<file path="src/rtl/roll_grid_pkg.sv">
// Shared types and helpers for the paper-roll grid eraser.
package roll_grid_pkg;

  localparam int MAX_W = 64;

  typedef logic [MAX_W-1:0] wide_row_t;

  typedef enum logic [2:0] {
    IDLE,
    LOAD,
    SWEEP,
    CHECK,
    DONE
  } state_t;

  function automatic logic [6:0] popcount(input wide_row_t v);
    logic [6:0] n;
    wide_row_t  s;
    n = '0;
    s = v;
    for (int i = 0; i < MAX_W; i++) begin
      n = n + 7'(s[0]);
      s = s >> 1;
    end
    return n;
  endfunction

  // Shift the column's 3-cell window down to bits [2:0]; column -1 reads as 0.
  function automatic wide_row_t win(input wide_row_t r, input logic [5:0] col);
    return (col == 6'd0) ? (r << 1) : (r >> (col - 6'd1));
  endfunction

  function automatic logic [3:0] neigh_count(
    input wide_row_t  a,
    input wide_row_t  c,
    input wide_row_t  b,
    input logic [5:0] col
  );
    wide_row_t wa, wc, wb;
    wa = win(a, col);
    wc = win(c, col);
    wb = win(b, col);
    return 4'(wa[0]) + 4'(wa[1]) + 4'(wa[2])
         + 4'(wc[0]) + 4'(wc[2])
         + 4'(wb[0]) + 4'(wb[1]) + 4'(wb[2]);
  endfunction

endpackage

</file>
<file path="src/rtl/roll_grid_eraser_mask.sv">
// Combinational removal mask for one grid row.
// Rows are zero-extended, so off-grid neighbours read as empty.
module roll_row_mask
  import roll_grid_pkg::*;
#(
  parameter int WIDTH  = 10,
  parameter int THRESH = 4,
  localparam int CW    = $clog2(WIDTH + 1)
) (
  input  logic [WIDTH-1:0] above,
  input  logic [WIDTH-1:0] cur,
  input  logic [WIDTH-1:0] below,
  output logic [WIDTH-1:0] mask,
  output logic [CW-1:0]    cnt
);

  wide_row_t a, c, b;

  assign a = wide_row_t'(above);
  assign c = wide_row_t'(cur);
  assign b = wide_row_t'(below);

  for (genvar i = 0; i < WIDTH; i++) begin : g_col
    assign mask[i] = cur[i] &&
      (neigh_count(a, c, b, 6'(i)) < 4'(THRESH));
  end

  assign cnt = CW'(popcount(wide_row_t'(mask)));

endmodule

</file>
<file path="src/rtl/roll_grid_eraser.sv">
// Roll-removal engine: loads a grid row by row, then sweeps it
// once or until no roll is removable.
module roll_grid_eraser
  import roll_grid_pkg::*;
#(
  parameter int WIDTH      = 10,
  parameter int DEPTH      = 10,
  parameter int THRESH     = 4,
  parameter int MAX_PASSES = 1023,
  localparam int PASS_W    = $clog2(MAX_PASSES + 1),
  localparam int CNT_W     = $clog2(WIDTH * DEPTH + 1)
) (
  input  logic              clk,
  input  logic              rst,
  input  logic              start,
  input  logic              mode,
  input  logic              row_valid,
  output logic              row_ready,
  input  logic [WIDTH-1:0]  row_data,
  output logic              busy,
  output logic              done,
  output logic [CNT_W-1:0]  total_removed,
  output logic [PASS_W-1:0] passes,
  output logic              capped
);

  localparam int RW = (DEPTH > 1) ? $clog2(DEPTH) : 1;
  localparam int MW = $clog2(WIDTH + 1);

  state_t state, nxt;

  logic [WIDTH-1:0] grid [DEPTH];
  logic [WIDTH-1:0] prev;
  logic [RW-1:0]    idx, below_idx;
  logic             mode_q;
  logic [CNT_W-1:0] sweep_cnt;

  logic [WIDTH-1:0] cur, above, below, mask;
  logic [MW-1:0]    mask_cnt;
  logic             last_row, at_cap, final_pass;

  assign last_row  = (idx == RW'(DEPTH - 1));
  assign below_idx = last_row ? idx : idx + RW'(1);
  assign cur       = grid[idx];
  assign above     = (idx == '0) ? '0 : prev;
  assign below     = last_row ? '0 : grid[below_idx];

  assign at_cap     = (passes == PASS_W'(MAX_PASSES - 1));
  assign final_pass = !mode_q || (sweep_cnt == '0) || at_cap;

  roll_row_mask #(
    .WIDTH  (WIDTH),
    .THRESH (THRESH)
  ) u_mask (
    .above (above),
    .cur   (cur),
    .below (below),
    .mask  (mask),
    .cnt   (mask_cnt)
  );

  always_ff @(posedge clk) begin
    if (rst) state <= IDLE;
    else     state <= nxt;
  end

  always_comb begin
    nxt = state;
    unique case (state)
      IDLE, DONE: if (start) nxt = LOAD;
      LOAD:       if (row_valid && last_row) nxt = SWEEP;
      SWEEP:      if (last_row) nxt = CHECK;
      CHECK:      nxt = final_pass ? DONE : SWEEP;
      default:    nxt = IDLE;
    endcase
  end

  always_comb begin
    row_ready = (state == LOAD);
    busy      = (state == LOAD) || (state == SWEEP) ||
                (state == CHECK);
    done      = (state == DONE);
  end

  always_ff @(posedge clk) begin
    if (rst) begin
      grid          <= '{default: '0};
      prev          <= '0;
      idx           <= '0;
      mode_q        <= 1'b0;
      sweep_cnt     <= '0;
      total_removed <= '0;
      passes        <= '0;
      capped        <= 1'b0;
    end else begin
      unique case (state)
        IDLE, DONE: if (start) begin
          mode_q        <= mode;
          idx           <= '0;
          sweep_cnt     <= '0;
          total_removed <= '0;
          passes        <= '0;
          capped        <= 1'b0;
        end
        LOAD: if (row_valid) begin
          grid[idx] <= row_data;
          idx       <= last_row ? '0 : idx + RW'(1);
        end
        SWEEP: begin
          grid[idx] <= cur & ~mask;
          prev      <= cur;
          sweep_cnt <= sweep_cnt + CNT_W'(mask_cnt);
          idx       <= last_row ? '0 : idx + RW'(1);
        end
        CHECK: begin
          total_removed <= total_removed + sweep_cnt;
          passes        <= passes + PASS_W'(1);
          if (mode_q && at_cap && sweep_cnt != '0) capped <= 1'b1;
          if (!final_pass) sweep_cnt <= '0;
        end
        default: ;
      endcase
    end
  end

endmodule

</file>
<file path="config.mk">
export PLATFORM = sky130hd
export DESIGN_NAME = roll_grid_eraser
export DESIGN_NICKNAME = d
export VERILOG_FILES = /design/src/rtl/roll_grid_pkg.sv /design/src/rtl/roll_grid_eraser_mask.sv /design/src/rtl/roll_grid_eraser.sv
export SDC_FILE = /design/constraint.sdc
export NUM_CORES = 1
export LEC_CHECK = 0
export ABC_CLOCK_PERIOD_IN_PS = 8700
export CORE_ASPECT_RATIO = 0.6
export CORE_UTILIZATION = 50
export CTS_CLUSTER_SIZE = 8
export DETAILED_ROUTE_END_ITERATION = 10
export PLACE_DENSITY = 0.81
export SLEW_MARGIN = 0
export SYNTH_ARGS = -nofsm -noshare
export SYNTH_HDL_FRONTEND = slang
export SYNTH_SLANG_ARGS = --single-unit
</file>
<file path="constraint.sdc">
create_clock -name clk -period 8.7 [get_ports clk]
set_clock_uncertainty 0.1 [all_clocks]
set_input_delay 0.87 -clock clk [delete_from_list [all_inputs] [get_ports clk]]
set_output_delay 0.87 -clock clk [all_outputs]
set_load 0.05 [all_outputs]
</file>
Word-level counts from Yosys, hierarchy flattened
Index checks and enable logic that the tools add are counted.

ROM bits: 0. Word-level logic and storage cells: 191. Input port bits: 15. RAM bits: 0. Memories kept: 0. Bits in registers: 143. Latch bits: 0.

$mul: 0. Shift-type cells: 0. Reduce and logical (&&, ||, !) cells: 35. Divide/modulo/power cells: 0. Muxes and demuxes: 33. Equal/unequal tests: 12. $lt $le $gt $ge: 13. Bitwise gates (word level): 4. $add $sub $neg: 76.

Operator list (count): $add 4x1->4 (61); $bwmux 100 (2); $pmux 100 s2 (1); $mux 100 (1); $bmux 10 s4 (2); $mux 10 (8); $demux 10 s4 (1); $lt 4x3->1 const B (10); $pmux 7 s3 (1); $add 1x1->2 (10); $pmux 10 s2 (1); $mux 4 (4); $logic_and 1x1->1 (14); $mux 7 (2); $pmux 7 s2 (1); $mux 3 (4); $pmux 3 s4 (1); $pmux 4 s3 (1); $reduce_and 3->1 (4); $add 10x1->10 const B (1); $and 10x10->10 (1); $eq 10x10->1 const B (1); $ge 5x5->1 const B (2); $not 10->10 (1); 24 further kinds (38).

Depth between registers and ports, before layout
Depth after elaboration: 23. Gate-level depth with buffers: 34.

Modules after synthesis
Synthesis repeated with hierarchy kept, for this count alone.

Cells, all modules: 1061. Area total of the unflattened synthesis: 9211.3 um2.

By module, submodules not included: roll_grid_eraser (area an instance 7850.0 um2, times used 1, seq. area each 2862.7 um2, cells an instance 916); roll_row_mask (area an instance 1361.3 um2, times used 1, seq. area each 0.0 um2, cells an instance 145).

Worst setup path after synthesis
OpenSTA, ideal clock, no wires.

Path kind: reg2reg. From: register idx[1]. To: register sweep_cnt[6]. Path buffers: 4. Stages on the path, launching flop included: 34. Path slack: 0.341 ns. Data required time: 8.473 ns. Data arrival time: 8.131 ns. Cells stage by stage: dfxtp_1 > buf_2 > inv_1 > ha_1 > and2_4 > inv_6 > ha_1 > buf_2 > buf_2 > buf_1 > mux4_2 > a22o_1 > nor2_1 > fa_1 > inv_1 > ha_1 > nand2_1 > o21ai_0 > nor2_1 > fa_1 > inv_1 > fa_1 > fa_1 > fa_1 > inv_1 > ha_1 > fa_1 > fa_1 > a21o_1 > a21oi_1 > nand3b_1 > nor2_1 > o21ai_0 > a31oi_1.

Longest elaborated chain between the ends: 23. Elaborated cells on any way between the ends: 108. Classes of those cells: add/sub: 74; order compare: 10; eq/ne: 1; mux: 10; bitwise: 2; reduce/logical: 11.

Ends and longest elaborated chain: from (decl) (line roll_grid_eraser.sv:34) `logic [RW-1:0] idx, below_idx;`; from (signal assigned) (line roll_grid_eraser.sv:107) `idx <= last_row ? '0 : idx + RW'(1);`; from (signal assigned) (line roll_grid_eraser.sv:113) `idx <= last_row ? '0 : idx + RW'(1);`; branches (longest 20 deep; another with $add 4x1->4); $add 4x1->4 * (line roll_grid_pkg.sv:22) `n = n + 7'(s[0]);`; $add 7x4->7 * (line roll_grid_eraser.sv:112) `sweep_cnt <= sweep_cnt + CNT_W'(mask_cnt);`; $pmux 7 s3 * (line roll_grid_eraser.sv:96) `unique case (state)`; to (signal assigned) (line roll_grid_eraser.sv:112); to (decl) (line roll_grid_eraser.sv:36) `logic [CNT_W-1:0] sweep_cnt;`.

Every way passes the cells marked *. The select of a mux whose other input is x is not followed. A chain may end at the register's enable or synchronous reset.

Worst setup path in the final report
From: register idx[2]. To: register sweep_cnt[5].

The elaborated chain is that of the path after synthesis.

==> results.md <==
- CTS sink cnt: 143
- Rows: 37
- Setup TNS: 0 ps
- Via count: 7730
- Max FO, Critical Path: 13
- Syn Nets: 1095
- Area Overhead vs Synth: 11.4%
- Fin. max-slew vios: 0
- Worst slew pin tran: 1280 ps
- CP Launch Type: flop
- Proportion of layout cells with a drive suffix above 1: 11.9%
- Status: completed
- Routability cong.: 0.930
- CTS tree: done
- Main combinational cell family by area after synthesis: compound AO/OA/AOI/OAI gates
- Flop-to-flop setup slack: 520 ps
- Minimum clock period: 8180 ps
- Setup-failing EPs final: 0
- Yosys cell types: 71
- Core area: 17500 um2
- CP arrival: 8410 ps
- Largest stage delay on the critical path: 520 ps
- Final ANT Viol Nets: 0
- Post-CTS sizing: 0
- Worst-path clk slew: 70 ps
- Post CTS Setup Buffer Count: 0
- Utilization after layout: 58.1%
- Pwr/cell area: 173 nW/um2
- Clock Tree Root: clkbuf_16
- HP Class: flop to flop
- Compound-gate portion of the synthesized area: 19.2%
- Pin count of the biggest net entering global routing: 72
- EDFF count, synth: 0
- Number of diodes: 0
- Slowest CP cell: nor2_1
- CTS max path bufs: 2
- Area share of xor/xnor cells in the synthesized design: 0.673%
- Initial antenna violation count: 0
- Data required time of the worst path: 8940 ps
- DR iter-0 viols: 1083
- Starting density of the core: 52.2%
- Worst r2r src: idx[2]
- Crit Path Category: flop to flop
- RSZ-0062 raised after global routing: no
- Hold buffers post-CTS: 0
- Global-route wire length before repair: 39400 um
- Critical path capture point type: flop
- Most common cell on crit path: fa_1
- Vias per inst: 6.22
- FF+latch count, synth: 143
- Nets: 1097
- Cell family with most CP delay: adder cells
- Max_slew headroom: 13.9%
- Simple-gate share of the synthesized area: 15.3%
- Final hold viol count: 0
- Post-synth ARST share: 0%
- Chip height: 107 um
- Synth Area in Adders: 14.0%
- Buf/Inv on CP: 4
- Die X: 176 um
- Clk_lat worst skew: 430 ps
- DR DRC count: 0
- Final Cycle Share: 94.0%
- H-tree levels: 4
- Leakage power: 3.93 nW
- Main synth FF type: dfxtp_1
- Dpl hpwl: 17500 um
- Avg WL per Cell: 19.9 um
- Die ar.: 18800 um2
- CP startpoint: idx[2]
- Syn Area/Cell: 9.16 um2
- Post-synthesis mux area share: 13.2%
- IR drop worst, VDD: 0.141 mV
- Tot GR Track Use: 27.3%
- Num ports: 36
- CTS Buf Count: 17
- DRT Pass-1 Iters: 5
- Mapped cell area: 9110 um2
- Vias in the first global route: 7104
- Max-Cap Viols: 0
- Hold Path Origin: mode_q
- Remaining global-route overflow: 0
- Drt total wl: 24800 um
- PortBufs: 35
- Gate Count Post-Synth: 994
- Register area share after synthesis: 31.4%
- F_max: 122 MHz
- YS warnings: 0
[synth_stat cells (all sizes together) (4+ instances only)]
library cell | count | area (um2)
o221ai | 7 | 61.3
clkbuf | 38 | 144
mux4 | 37 | 833
a211oi | 102 | 766
mux2i | 28 | 293
dfxtp | 143 | 2860
inv | 72 | 275
a22oi | 15 | 153
xnor2 | 4 | 35.0
nor3 | 8 | 45.0
nor2 | 165 | 619
ha | 60 | 751
a31oi | 10 | 62.6
nand2 | 46 | 175
nand2b | 5 | 31.3
buf | 28 | 145
o21ai | 40 | 200
and3 | 14 | 87.6
nor2b | 10 | 70.1
fa | 26 | 521
o32ai | 5 | 43.8
a22o | 9 | 78.8
nand3 | 26 | 130
a21o | 6 | 45.0
or2 | 9 | 56.3
a21oi | 23 | 119
and2 | 9 | 58.8
mux2 | 7 | 78.8
[worst paths after layout]
| kind | to | cells past startpoint |
|---|---|---|
| worst max-delay path | sweep_cnt[5] | 27 |
| worst min-delay path | mode_q | 2 |
| worst max register to register | sweep_cnt[5] | 27 |
| worst min register to register | mode_q | 2 |
[sequential cells by signal, indices dropped and copies added, names as in the netlist]
signal,flops
total_removed,7
grid,100
mode_q,1
capped,1
passes,10
sweep_cnt,7
idx,4
prev,10
state,3
[kinds of logic after synthesis]
group	after synthesis
flops	143
simple gates	308
compound gates	240
mux	72
xor+xnor	7
fa+ha+maj	86
buf+inv	138
[metrics by stage]
step	instances	power [W]	cell area, um2	setup WS [ps]	hold slack (ps)
floorplan	994	0.000937	9110	341	336
global placement	1211	0.00102	9570	692	362
detailed placement	1211	0.00103	9570	559	365
CTS	1243	0.00176	10100	516	375
global route	1243	0.00183	10100	8.20	401
finish	1243	0.00176	10100	523	381
[power breakdown]
part           internal [W]  switching [W]  leakage (nW)
logic              0.000128       0.000207          2.49
clock network      0.000406       0.000329         0.285
registers          0.000671      0.0000171          1.15
total               0.00120       0.000553          3.93
[layout make-up]
type                            instances  area (um2)
Fill cell                            1452        7300
Multi-Input combinational cell        713        5680
Sequential cell                       143        2860
Timing Repair Buffer                   49         453
Clock buffer                           18         429
Tap cell                              234         293
Inverter                               72         275
Clock inverter                         14         150
[metal layers]
metal	vias up	GRT usage, %	share of wire [%]
met2	370	36.0	40
met3	30	8.66	11
met4	0	6.40	1.1
li1	3599	-	-
met5	-	1.67	0
met1	3731	41.8	48
[worst register-to-register path, cell delays in order (launching register included)]
cell and delay, ps:
dfxtp_1 460, nor2_1 520, nand2_1 440, and2_1 350, ha_1 310, inv_1 70, fa_1 490, fa_1 520
inv_1 50, ha_1 260, nand2_1 40, o21ai_0 310, nor2_1 100, fa_1 490, inv_1 50, fa_1 520
fa_1 450, fa_1 520, inv_1 40, ha_1 200, fa_1 500, ha_1 310, a21o_1 160, a21oi_1 210
nor2b_1 70, o21ai_0 210, a21oi_1 100, a221oi_1 230
[cell usage in the layout (no fill, tap or decap), types with 9 or more instances in the layout]
cell type,n
nor2_1,164
dfxtp_1,142
a211oi_1,102
inv_1,70
ha_1,59
nand2_1,45
o21ai_0,39
mux4_2,37
clkdlybuf4s50_1,34
mux2i_1,27
nand3_1,26
fa_1,26
a21oi_1,22
clkbuf_16,17
buf_4,15
and3_1,14
a31oi_1,10
nor2b_1,9
a22o_1,9
Power figures use the tool's default switching activity.
